## config.mk

```make
export PLATFORM = sky130hd
export DESIGN_NAME = centroid_readout
export DESIGN_NICKNAME = d
export VERILOG_FILES = /design/src/rtl/centroid_readout.sv
export SDC_FILE = /design/constraint.sdc
export NUM_CORES = 1
export LEC_CHECK = 0
export CAP_MARGIN = 10
export CORE_MARGIN = 3
export CORE_UTILIZATION = 56
export CTS_CLUSTER_SIZE = 16
export DETAILED_ROUTE_END_ITERATION = 12
export PLACE_DENSITY = 0.8
export SYNTH_ARGS = -nofsm -noshare
export SYNTH_HDL_FRONTEND = slang
export SYNTH_SLANG_ARGS = --single-unit
```

## constraint.sdc

```tcl
create_clock -name clk -period 3.1 [get_ports clk]
set_input_delay 0.31 -clock clk [delete_from_list [all_inputs] [get_ports clk]]
set_output_delay 0.31 -clock clk [all_outputs]
set_load 0.03 [all_outputs]
```

## src/rtl/centroid_readout.sv

```systemverilog
// Walks the labeler's object table after each frame and streams {id, x, y}
// centroid records through a small first-word-fall-through FIFO.
module centroid_readout #(
    parameter int WORD_SIZE    = 8,
    parameter int READ_LATENCY = 1,
    parameter int FIFO_DEPTH   = 4
) (
    input  logic                 clk,
    input  logic                 reset,
    input  logic                 frame_done,
    input  logic [WORD_SIZE-1:0] num_labels,
    input  logic [15:0]          obj_x,
    input  logic [15:0]          obj_y,
    output logic [WORD_SIZE-1:0] obj_id,
    output logic                 out_valid,
    input  logic                 out_ready,
    output logic [WORD_SIZE-1:0] out_id,
    output logic [15:0]          out_x,
    output logic [15:0]          out_y,
    output logic                 busy,
    output logic                 done,
    output logic                 overrun
);
    localparam int AW = $clog2(FIFO_DEPTH);
    localparam int CW = $clog2(FIFO_DEPTH + READ_LATENCY + 1) + 1;
    localparam int RW = WORD_SIZE + 32;

    typedef enum logic [1:0] {
        S_IDLE  = 2'd0,
        S_ISSUE = 2'd1,
        S_DRAIN = 2'd2
    } state_t;

    state_t               r_state, w_state_nx;
    logic [WORD_SIZE-1:0] r_n, w_n_nx;
    logic [WORD_SIZE-1:0] r_obj_id, w_obj_id_nx;
    logic                 r_busy, w_busy_nx;
    logic                 r_done, w_done_nx;
    logic                 r_overrun, w_overrun_nx;
    logic                 w_issue, w_push, w_pop;
    logic [WORD_SIZE-1:0] w_push_id;
    logic [CW-1:0]        w_inflight;
    logic [RW-1:0]        r_mem [FIFO_DEPTH];
    logic [RW-1:0]        w_head;
    logic [AW-1:0]        r_wptr, r_rptr;
    logic [CW-1:0]        r_count;

    // Credit rule: never issue a read that could not land in the FIFO.
    assign w_issue = (r_state == S_ISSUE) && ((r_count + w_inflight) < CW'(FIFO_DEPTH));

    generate
        if (READ_LATENCY == 0) begin : g_comb
            assign w_push     = w_issue;
            assign w_push_id  = r_obj_id;
            assign w_inflight = '0;
        end else begin : g_pipe
            logic [READ_LATENCY-1:0] r_pv;
            logic [WORD_SIZE-1:0]    r_pid [READ_LATENCY];

            always_ff @(posedge clk) begin
                if (reset) begin
                    r_pv <= '0;
                    for (int i = 0; i < READ_LATENCY; i++) r_pid[i] <= '0;
                end else begin
                    r_pv[0]  <= w_issue;
                    r_pid[0] <= r_obj_id;
                    for (int i = 1; i < READ_LATENCY; i++) begin
                        r_pv[i]  <= r_pv[i-1];
                        r_pid[i] <= r_pid[i-1];
                    end
                end
            end

            assign w_push    = r_pv[READ_LATENCY-1];
            assign w_push_id = r_pid[READ_LATENCY-1];

            always_comb begin
                w_inflight = '0;
                for (int i = 0; i < READ_LATENCY; i++) w_inflight = w_inflight + CW'(r_pv[i]);
            end
        end
    endgenerate

    always_comb begin
        w_state_nx   = r_state;
        w_n_nx       = r_n;
        w_obj_id_nx  = r_obj_id;
        w_busy_nx    = r_busy;
        w_done_nx    = 1'b0;
        w_overrun_nx = frame_done && r_busy;
        case (r_state)
            S_IDLE: begin
                if (frame_done) begin
                    w_n_nx = num_labels;
                    if (num_labels <= WORD_SIZE'(1)) begin
                        w_done_nx = 1'b1;
                    end else begin
                        w_obj_id_nx = WORD_SIZE'(1);
                        w_busy_nx   = 1'b1;
                        w_state_nx  = S_ISSUE;
                    end
                end else begin
                    w_n_nx = r_n;
                end
            end
            S_ISSUE: begin
                if (w_issue && (r_obj_id == (r_n - WORD_SIZE'(1)))) begin
                    w_state_nx = S_DRAIN;
                end else if (w_issue) begin
                    w_obj_id_nx = r_obj_id + WORD_SIZE'(1);
                end else begin
                    w_obj_id_nx = r_obj_id;
                end
            end
            S_DRAIN: begin
                if ((w_inflight == '0) && (r_count == '0)) begin
                    w_done_nx   = 1'b1;
                    w_busy_nx   = 1'b0;
                    w_obj_id_nx = '0;
                    w_state_nx  = S_IDLE;
                end else begin
                    w_state_nx = S_DRAIN;
                end
            end
            default: begin
                w_state_nx  = S_IDLE;
                w_busy_nx   = 1'b0;
                w_obj_id_nx = '0;
            end
        endcase
    end

    always_ff @(posedge clk) begin
        if (reset) begin
            r_state   <= S_IDLE;
            r_n       <= '0;
            r_obj_id  <= '0;
            r_busy    <= 1'b0;
            r_done    <= 1'b0;
            r_overrun <= 1'b0;
        end else begin
            r_state   <= w_state_nx;
            r_n       <= w_n_nx;
            r_obj_id  <= w_obj_id_nx;
            r_busy    <= w_busy_nx;
            r_done    <= w_done_nx;
            r_overrun <= w_overrun_nx;
        end
    end

    // FIFO storage carries no reset; emptiness is tracked by the count alone.
    always_ff @(posedge clk) begin
        if (w_push) r_mem[r_wptr] <= {w_push_id, obj_x, obj_y};
    end

    assign w_pop = out_valid && out_ready;

    always_ff @(posedge clk) begin
        if (reset) begin
            r_wptr  <= '0;
            r_rptr  <= '0;
            r_count <= '0;
        end else begin
            if (w_push) r_wptr <= r_wptr + AW'(1);
            if (w_pop)  r_rptr <= r_rptr + AW'(1);
            case ({w_push, w_pop})
                2'b10:   r_count <= r_count + CW'(1);
                2'b01:   r_count <= r_count - CW'(1);
                default: r_count <= r_count;
            endcase
        end
    end

    assign w_head    = r_mem[r_rptr];
    assign out_valid = (r_count != '0);
    assign out_id    = out_valid ? w_head[RW-1:32] : '0;
    assign out_x     = out_valid ? w_head[31:16]   : 16'd0;
    assign out_y     = out_valid ? w_head[15:0]    : 16'd0;
    assign obj_id    = r_obj_id;
    assign busy      = r_busy;
    assign done      = r_done;
    assign overrun   = r_overrun;

endmodule
```

==> impl_metrics.yaml, run 1 <==
floorplanning:
  start_util_pct: 57.9
  num_rows: 43
  die_height_um: 126
  dieArea_um2: 16000
  core_um2: 14000
  fp.dieW_um: 126
  pin_count: 96
clocking:
  clkTransAtPathRegs_ns: 0.06
  clock_path_buffers: 2
  htreeDepth: 4
  cts_tree: "built"
  ctsHoldBuffers: 0
  cts_setup_buffers: 0
  ctsRootBufferMaster: "clkbuf_16"
  numCtsBuffers: 17
  post_cts_resized: 0
  clkSinkCount: 200
  worstSkewPairLatency_ns: 0.42
global_routing:
  grtUsageTotal_pct: 20.6
  grt_pass1_wl_mm: 25.3
  grt_antenna_before_repair: 0
  overflow: 0
  grt_pass1_vias: 4711
  grt_max_degree: 44
layout:
  regArea_um2: 5610
  fill_cells: 907
  multi_input_area_um2: 2350
  layout_commonest_cell: "edfxtp_1"
  nNetsFinal: 645
  drive_above_1_share_pct: 14.9
  area_growth_pct: 21.6
  instances_no_fill: 785
  final_cell_mix: "160 x edfxtp_1, 95 x clkdlybuf4s50_1, 44 x nor2b_1"
pwr:
  p_leak_nw: 3.27
  power_frac_comb_pct: 34.9
  p_clk_share_pct: 26.1
  power.density_nw_per_um2: 809
  power_mw: 8.00
  ir_drop_uv: 711
  p_seq_share_pct: 38.9
  p_sw_share_pct: 31.9
  p_int_mw: 5.45
  power.switching_mw: 2.55
setup_path:
  slowest_delay_ns: 0.62
  cp_data_arrival_time_ns: 2.42
  required_ns: 2.79
  critPathMaxFanout: 40
  crit_path_top_delay_cell: "clkdlybuf4s50_1"
  startpoint_type: "flop"
  crit_type: "reg2out"
  cp-end-kind: "output pin"
  crit_chain: "buf_12, mux4_2, nor2b_1, clkdlybuf4s50_1"
timing:
  fin_setup_tns_ns: 0
  worst_pin_slew_ns: 0.837
  maxSlewHeadroom_pct: 44.0
  slew_violations: 0
  setup_viol: 0
  period_minus_slack_ns: 2.73
  hold_viol_final: 0
  min_period_over_period_pct: 88.2
  fmax_mhz: 366
  finalWorstSetupSlack_ns: 0.366
  fin_worst_skew_ns: 0.00610
  rsz0062_at_grt: "no"
synthesis:
  async_reset_ff_share_pct: 0
  synth_seq_area_share_pct: 69.0
  syn_avg_cell_area_um2: 16.5
  ys_types: 52
  synth-edff-count: 160
  synth.cell_area_um2: 8130
  synth_ff_type: "edfxtp_1"
  synthCells: 494
  yosys_register_bits: 200
  yosysWarnings: 0
  syn_nets: 548
flow_run:
  max-cap-violations: 0
placement:
  portBuffers: 95
  dp.cells: 752
  gp_congestion: 0.833
  dp_slack_ns: 0.641
  place_hpwl_mm: 9.74
detailed_routing:
  dr.first_iter.drc_count: 380
  vias: 4508
  antenna_left: 0
  post_drt_wl_per_cell_um: 20.0
  wirelength_mm: 15.7
  drc: 0
  dr.pass1.iters: 4
  vias_per_cell: 5.74
worst_hold_path:
  hold_path.class: "in2reg"
outcome:
  status: "finished, final reports clean"
==> synthesized netlist by cell type, types with 4 or more instances <==
cell type | number | area, µm²
nor2b_1 | 44 | 275
a211oi_1 | 4 | 30.0
edfxtp_1 | 160 | 4800
xnor2_1 | 9 | 78.8
dfxtp_1 | 40 | 801
xor2_1 | 6 | 52.6
buf_2 | 9 | 45.0
clkbuf_1 | 13 | 48.8
inv_1 | 16 | 60.1
nand3_1 | 6 | 30.0
mux2i_1 | 10 | 100
ha_1 | 9 | 113
o32ai_1 | 5 | 43.8
nand2b_1 | 12 | 75.1
nor2_1 | 25 | 93.8
mux4_2 | 40 | 901
nor3_1 | 6 | 30.0
nand2_1 | 11 | 41.3
o21ai_0 | 5 | 25.0
a21oi_1 | 18 | 90.1
and3_1 | 4 | 25.0
and2_1 | 5 | 31.3
==> power groups by stage <==
stage / combinational (mW) / sequential, mW / clock [mW]
5_1_grt: 2.99 / 3.13 / 2.23
3_3_place_gp: 2.79 / 3.16 / 0
3_5_place_dp: 2.83 / 3.17 / 0
4_1_cts: 2.84 / 3.11 / 2.13
6_report: 2.79 / 3.11 / 2.09
2_1_floorplan: 1.82 / 3.13 / 0
==> per-layer routing <==
metal	up-vias	global-route usage (%)	wire length [µm]
met4	0	5.55	209
li1	2071	-	-
met1	2264	27.3	6500
met3	17	4.08	805
met2	156	35.4	8150
met5	-	0	0
==> cell type report <==
type,instances,share of cell area (%)
Clock inverter,8,0.709
Timing Repair Buffer,104,10.8
Antenna cell,1,0.0253
Multi-Input combinational cell,251,23.8
Tap cell,180,2.28
Clock buffer,24,5.00
Inverter,17,0.645
Sequential cell,200,56.7
==> sequential cells by signal (all words and copies together) (netlist names), named ones only <==
register,cells
r_wptr,2
g_pipe.r_pid,8
r_n,8
g_pipe.r_pv,1
r_mem,160
obj_id,8
done,1
r_state,2
busy,1
r_count,4
r_rptr,2
overrun,1
==> stage by stage <==
stage	utilization [%]	area, µm²	hold slack, ns
2_1_floorplan	-	8130	0.409
3_3_place_gp	66.4	9320	0.447
3_5_place_dp	66.4	9320	0.464
4_1_cts	70.4	9880	0.451
5_1_grt	70.4	9880	0.466
6_report	70.4	9890	0.460
==> cell families (layout without fill, tap and decap cells) <==
| kind of cell | after synthesis | after routing | share of synthesized area (%) |
|---|---|---|---|
| buffers and inverters | 43 | 153 | 2.23 |
| muxes | 51 | 51 | 12.5 |
| and+or+nand+nor | 128 | 128 | 8.98 |
| other | 0 | 1 | 0 |
| adders and majority gates | 10 | 10 | 1.63 |
| xor gates and xnor gates | 15 | 15 | 1.62 |
| DFF | 200 | 200 | 69.0 |
| AOI/OAI and AO/OA | 47 | 47 | 4.11 |
==> critical path: cells and delay by family, from the launching register on <==
family / cells / cell delay, ns
mux: 1 / 0.56
buf+inv: 2 / 0.92
flops: 1 / 0.34
simple gates: 1 / 0.15
==> worst paths after layout <==
check	cells after the start	end	from	slack [ns]
worst max-delay path	4	out_x[15]	flop	0.37
worst min-delay path	3	overrun	frame_done	0.46
worst max register to register	8	obj_id[4]	r_n[0]	0.60
worst min register to register	0	r_mem[0][36]	g_pipe.r_pid[0][4]	0.48
No activity file was read; power rests on OpenSTA's default activity.
==> run 2: changes to the inputs <==
--- a/config.mk
+++ b/config.mk
@@ -5,7 +5,7 @@
 export SDC_FILE = /design/constraint.sdc
 export NUM_CORES = 1
 export LEC_CHECK = 0
-export CAP_MARGIN = 10
+export ABC_AREA = 1
 export CORE_MARGIN = 3
 export CORE_UTILIZATION = 56
 export CTS_CLUSTER_SIZE = 16
==> impl_metrics.yaml, run 2 <==
outcome:
  status: "finished, final reports clean"
placement:
  dp.cells: 1013
  gp_congestion: 0.855
  placed_cell_area_um2: 9210
  portBuffers: 95
  place_hpwl_mm: 10.2
setup_path:
  cp-end-kind: "output pin"
  r2r-start: "r_count[2]"
  reg2regPathDepth: 12
  cp_data_arrival_time_ns: 2.31
  required_ns: 2.79
  critPathMaxFanout: 80
  crit_type: "reg2out"
  startpoint_type: "flop"
timing:
  rsz0062_at_grt: "no"
  fmax_mhz: 382
  slew_violations: 0
  hold_viol_final: 0
  period_minus_slack_ns: 2.62
  fin_worst_skew_ns: 0.00554
  worst_pin_slew_ns: 0.980
  setup_viol: 0
  fin_setup_tns_ns: 0
  maxSlewHeadroom_pct: 34.6
  min_period_over_period_pct: 84.4
pwr:
  p_seq_share_pct: 35.8
  p_sw_share_pct: 37.0
  p_int_mw: 5.46
  power.switching_mw: 3.21
  p_leak_nw: 3.62
  power_frac_comb_pct: 38.2
  power.density_nw_per_um2: 884
  ir_drop_uv: 971
  p_clk_share_pct: 25.9
detailed_routing:
  vias: 5811
  dr.first_iter.drc_count: 549
  dr.pass1.iters: 5
  antenna_left: 0
  drc: 0
  wirelength_mm: 17.1
  post_drt_wl_per_cell_um: 16.3
  vias_per_cell: 5.56
global_routing:
  overflow: 0
  grt_pass1_vias: 5637
  grt_antenna_before_repair: 0
  grt_pass1_wl_mm: 27.4
  grt_most_used_layer: "met2"
  met1_usage_pct: 28.3
  groute.layer.met3.usage_pct: 4.67
  grt_max_degree: 81
  grt_util_met2_pct: 35.8
  grtUsageTotal_pct: 21.6
synthesis:
  async_reset_ff_share_pct: 0
  synth_seq_area_share_pct: 68.6
  ys_types: 28
  yosys-top-cells-area: "edfxtp_1 59%, dfxtp_1 9.8%, nor2_1 9.2%, o21ai_0 5.7%, a21oi_1 4.0%"
  syn_nets: 820
  yosysWarnings: 0
  yosysMostFrequentCell: "nor2_1"
  yosysTopAreaCell: "edfxtp_1"
  yosys_register_bits: 200
  synthCells: 766
  synth_top_cells_by_count: "201 x nor2_1, 160 x edfxtp_1, 93 x o21ai_0"
  synth_ff_type: "edfxtp_1"
  synth.cell_area_um2: 8170
  synth.top_cell.area_share_pct: 58.8
  synth-edff-count: 160
  syn_avg_cell_area_um2: 10.7
layout:
  final_area_um2: 9810
  layout_commonest_cell: "nor2_1"
  final_cell_mix: "201 x nor2_1, 160 x edfxtp_1, 93 x o21ai_0"
  nNetsFinal: 906
  diodes: 0
  area_growth_pct: 20.1
  drive_above_1_share_pct: 10.8
  largest_reg_flops: 160
  instances_no_fill: 1045
  largest_register: "r_mem"
floorplanning:
  start_util_pct: 58.0
  core_um2: 14100
  die_height_um: 127
  pin_count: 96
  fp.dieW_um: 127
  dieArea_um2: 16100
  num_rows: 43
flow_run:
  max-cap-violations: 0
clocking:
  cts_tree: "built"
  clock_path_buffers: 2
  ctsHoldBuffers: 0
  worstSkewPairLatency_ns: 0.43
  clkSinkCount: 200
  cts_setup_buffers: 0
  numCtsBuffers: 17
  clkTransAtPathRegs_ns: 0.07
  htreeDepth: 4
  ctsRootBufferMaster: "clkbuf_16"
  post_cts_resized: 0
worst_hold_path:
  min_from: "frame_done"
  hold_path.class: "in2reg"
  hold_depth: 3
run 2: worst paths after layout:
path,slack (ns),to
setup / recovery,0.48,out_x[4]
hold / removal,0.47,overrun
setup reg to reg,0.78,r_count[3]
hold reg to reg,0.47,r_mem[2][38]
run 2: power groups by stage:
| stage | registers [mW] | logic, mW | clock network [mW] |
|---|---|---|---|
| 2_1_floorplan | 3.16 | 2.07 | 0 |
| 3_3_place_gp | 3.16 | 3.24 | 0 |
| 3_5_place_dp | 3.17 | 3.31 | 0 |
| 4_1_cts | 3.11 | 3.33 | 2.28 |
| 5_1_grt | 3.12 | 3.56 | 2.40 |
| 6_report | 3.11 | 3.32 | 2.25 |
run 2: logic make-up (layout without fill, tap and decap cells):
kind of cell | Yosys count | in the layout | share of synthesized area [%]
AO/OA/AOI/OAI | 168 | 168 | 10.3
AND/OR/NAND/NOR | 294 | 294 | 14.3
buffers and inverters | 82 | 181 | 3.87
XOR/XNOR | 12 | 12 | 1.29
flip-flops | 200 | 200 | 68.6
adder cells (fa/ha/maj) | 10 | 10 | 1.62
run 2: through the flow:
step                power, mW  util (%)  hold slack [ns]  worst slack (ns)
CTS                      8.71      69.6            0.455             0.493
detailed placement       6.47      65.3            0.459             0.762
global placement         6.39      65.3            0.440             0.915
floorplan                5.23         -            0.394             0.884
finish                   8.67      69.6            0.466             0.484
global route             9.08      69.6            0.490             0.335
run 2: final cells by class:
type | count | area [µm²]
timing repair buffer | 103 | 948
clock inverter | 14 | 180
tap | 180 | 225
sequential | 200 | 5610
clock buffer | 18 | 429
multi-input combinational | 484 | 2250
inverter | 46 | 173
fill | 974 | 4280
run 2: layer usage:
layer	vias up	wire, µm	share of wire [%]
met3	26	1020	6.0
met5	-	0	0
met2	217	8650	51
li1	2784	-	-
met4	0	257	1.5
met1	2784	7150	42
run 2: worst max-delay path, stage by stage (launching register included):
cell	delay [ns]
dfxtp_2	0.33
buf_4	0.65
nor2_1	0.15
nor2_1	0.15
o21ai_0	0.11
a21oi_1	0.26
buf_4	0.21
==> run 3: changes to the inputs <==
==> constraint.sdc (replaced) <==
create_clock -name clk -period 2.45 [get_ports clk]
set_input_delay 0.245 -clock clk [delete_from_list [all_inputs] [get_ports clk]]
set_output_delay 0.245 -clock clk [all_outputs]
set_load 0.03 [all_outputs]
==> impl_metrics.yaml, run 3 (synthesized netlist as in run 2, its figures left out) <==
clocking:
  worstSkewPairLatency_ns: 0.43
  clkSinkCount: 200
  clkTransAtPathRegs_ns: 0.07
  post_cts_resized: 0
  ctsRootBufferMaster: "clkbuf_16"
  cts_tree: "built"
  htreeDepth: 4
  cts_setup_buffers: 0
  clock_path_buffers: 2
  numCtsBuffers: 17
  ctsHoldBuffers: 0
detailed_routing:
  post_drt_wl_per_cell_um: 17.1
  vias: 5879
  dr.pass1.iters: 5
  vias_per_cell: 5.60
  drc: 0
  dr.first_iter.drc_count: 521
  wirelength_mm: 18.0
  antenna_left: 0
floorplanning:
  core_um2: 14100
  pin_count: 96
  die_height_um: 127
  num_rows: 43
  fp.dieW_um: 127
  start_util_pct: 58.0
  dieArea_um2: 16100
placement:
  portBuffers: 95
  placed_cell_area_um2: 9320
  place_hpwl_mm: 10.9
  gp_congestion: 0.876
layout:
  nNetsFinal: 911
  final_cell_mix: "201 x nor2_1, 160 x edfxtp_1, 92 x o21ai_0"
  layout_commonest_cell: "nor2_1"
  area_growth_pct: 21.4
  drive_above_1_share_pct: 12.0
  diodes: 0
  largest_register: "r_mem"
  final_area_um2: 9920
  postLayoutCoreUtil_pct: 70.4
  largest_reg_flops: 160
pwr:
  ir_drop_uv: 1060
  p_clk_share_pct: 25.1
  p_seq_share_pct: 36.0
  power_mw: 11.0
  power.switching_mw: 4.20
  power.density_nw_per_um2: 1110
  power_frac_comb_pct: 38.9
  p_int_mw: 6.79
  p_sw_share_pct: 38.2
  p_leak_nw: 3.66
timing:
  min_period_over_period_pct: 92.7
  setup_viol: 0
  hold_slack_ns: 0.418
  period_minus_slack_ns: 2.27
  fmax_mhz: 440
  fin_worst_skew_ns: 0.00931
  rsz0062_at_grt: "no"
  fin_setup_tns_ns: 0
  maxSlewHeadroom_pct: 63.2
  slew_violations: 0
  worst_pin_slew_ns: 0.551
  hold_viol_final: 0
setup_path:
  cp_data_arrival_time_ns: 2.58
  crit_type: "reg2reg"
  reg2regPathDepth: 12
  startpoint_type: "flop"
  required_ns: 2.76
  cp-end-kind: "flop"
  critPathMaxFanout: 5
worst_hold_path:
  hold_path.class: "in2reg"
  hold_depth: 3
flow_run:
  max-cap-violations: 0
global_routing:
  grt_max_degree: 81
  overflow: 0
  grt_pass1_vias: 5772
  grt_pass1_wl_mm: 28.4
  grtUsageTotal_pct: 22.6
  grt_antenna_before_repair: 0
outcome:
  status: "finished, final reports clean"
==> run 3: cell count changes in the layout (fill, tap and decap cells not counted), sizes merged <==
cell / before / now
buf: 48 / 53
clkbuf: 18 / 17
bufinv: 4 / 2
inv: 46 / 49
==> run 3: path summary, 6_finish.rpt <==
path	startpoint	end	slack [ns]
worst min register to register	busy	overrun	0.46
worst max register to register	r_count[2]	r_count[3]	0.18
worst min-delay path	frame_done	overrun	0.42
worst max-delay path	r_count[2]	r_count[3]	0.18
==> run 3: final cells by class <==
type                            count  area [µm²]
Fill cell                         979        4170
Tap cell                          180         225
Clock inverter                     15         168
Timing Repair Buffer              108        1060
Sequential cell                   200        5610
Clock buffer                       17         425
Multi-Input combinational cell    484        2260
Inverter                           46         173
==> run 3: worst max-delay path, cell delays in order, from the launching register on <==
cell     delay (ns)
dfxtp_1        0.34
nor2_1         0.17
nand3_2        0.13
nand2_1        0.08
inv_1          0.08
ha_2           0.23
ha_1           0.33
a21oi_2        0.16
nand2_1        0.10
a21oi_1        0.19
o21ai_0        0.16
o21ai_1        0.14
a21oi_1        0.05
==> run 3: layer usage <==
metal  up-vias  part of all wire (%)  track usage [%]
li1       2795                     -                -
met1      2834                    40             29.1
met2       218                    51             38.3
met3        32                   6.6             4.34
met4         0                   1.9             8.71
met5         -                     0                0
==> run 3: power by group through the flow <==
stage | registers, mW | logic [mW] | clock network [mW]
after global placement | 4.01 | 4.12 | 0
final | 3.95 | 4.27 | 2.76
after floorplan | 3.99 | 2.62 | 0
after CTS | 3.95 | 4.27 | 2.80
after detailed placement | 4.02 | 4.23 | 0
after global routing | 3.97 | 4.56 | 2.98
==> run 3: stage by stage <==
step,setup WS (ns),std cells
after floorplan,0.234,766
after global placement,0.329,1018
after global routing,0.0237,1050
after CTS,0.135,1050
after detailed placement,0.0953,1018
final,0.179,1050
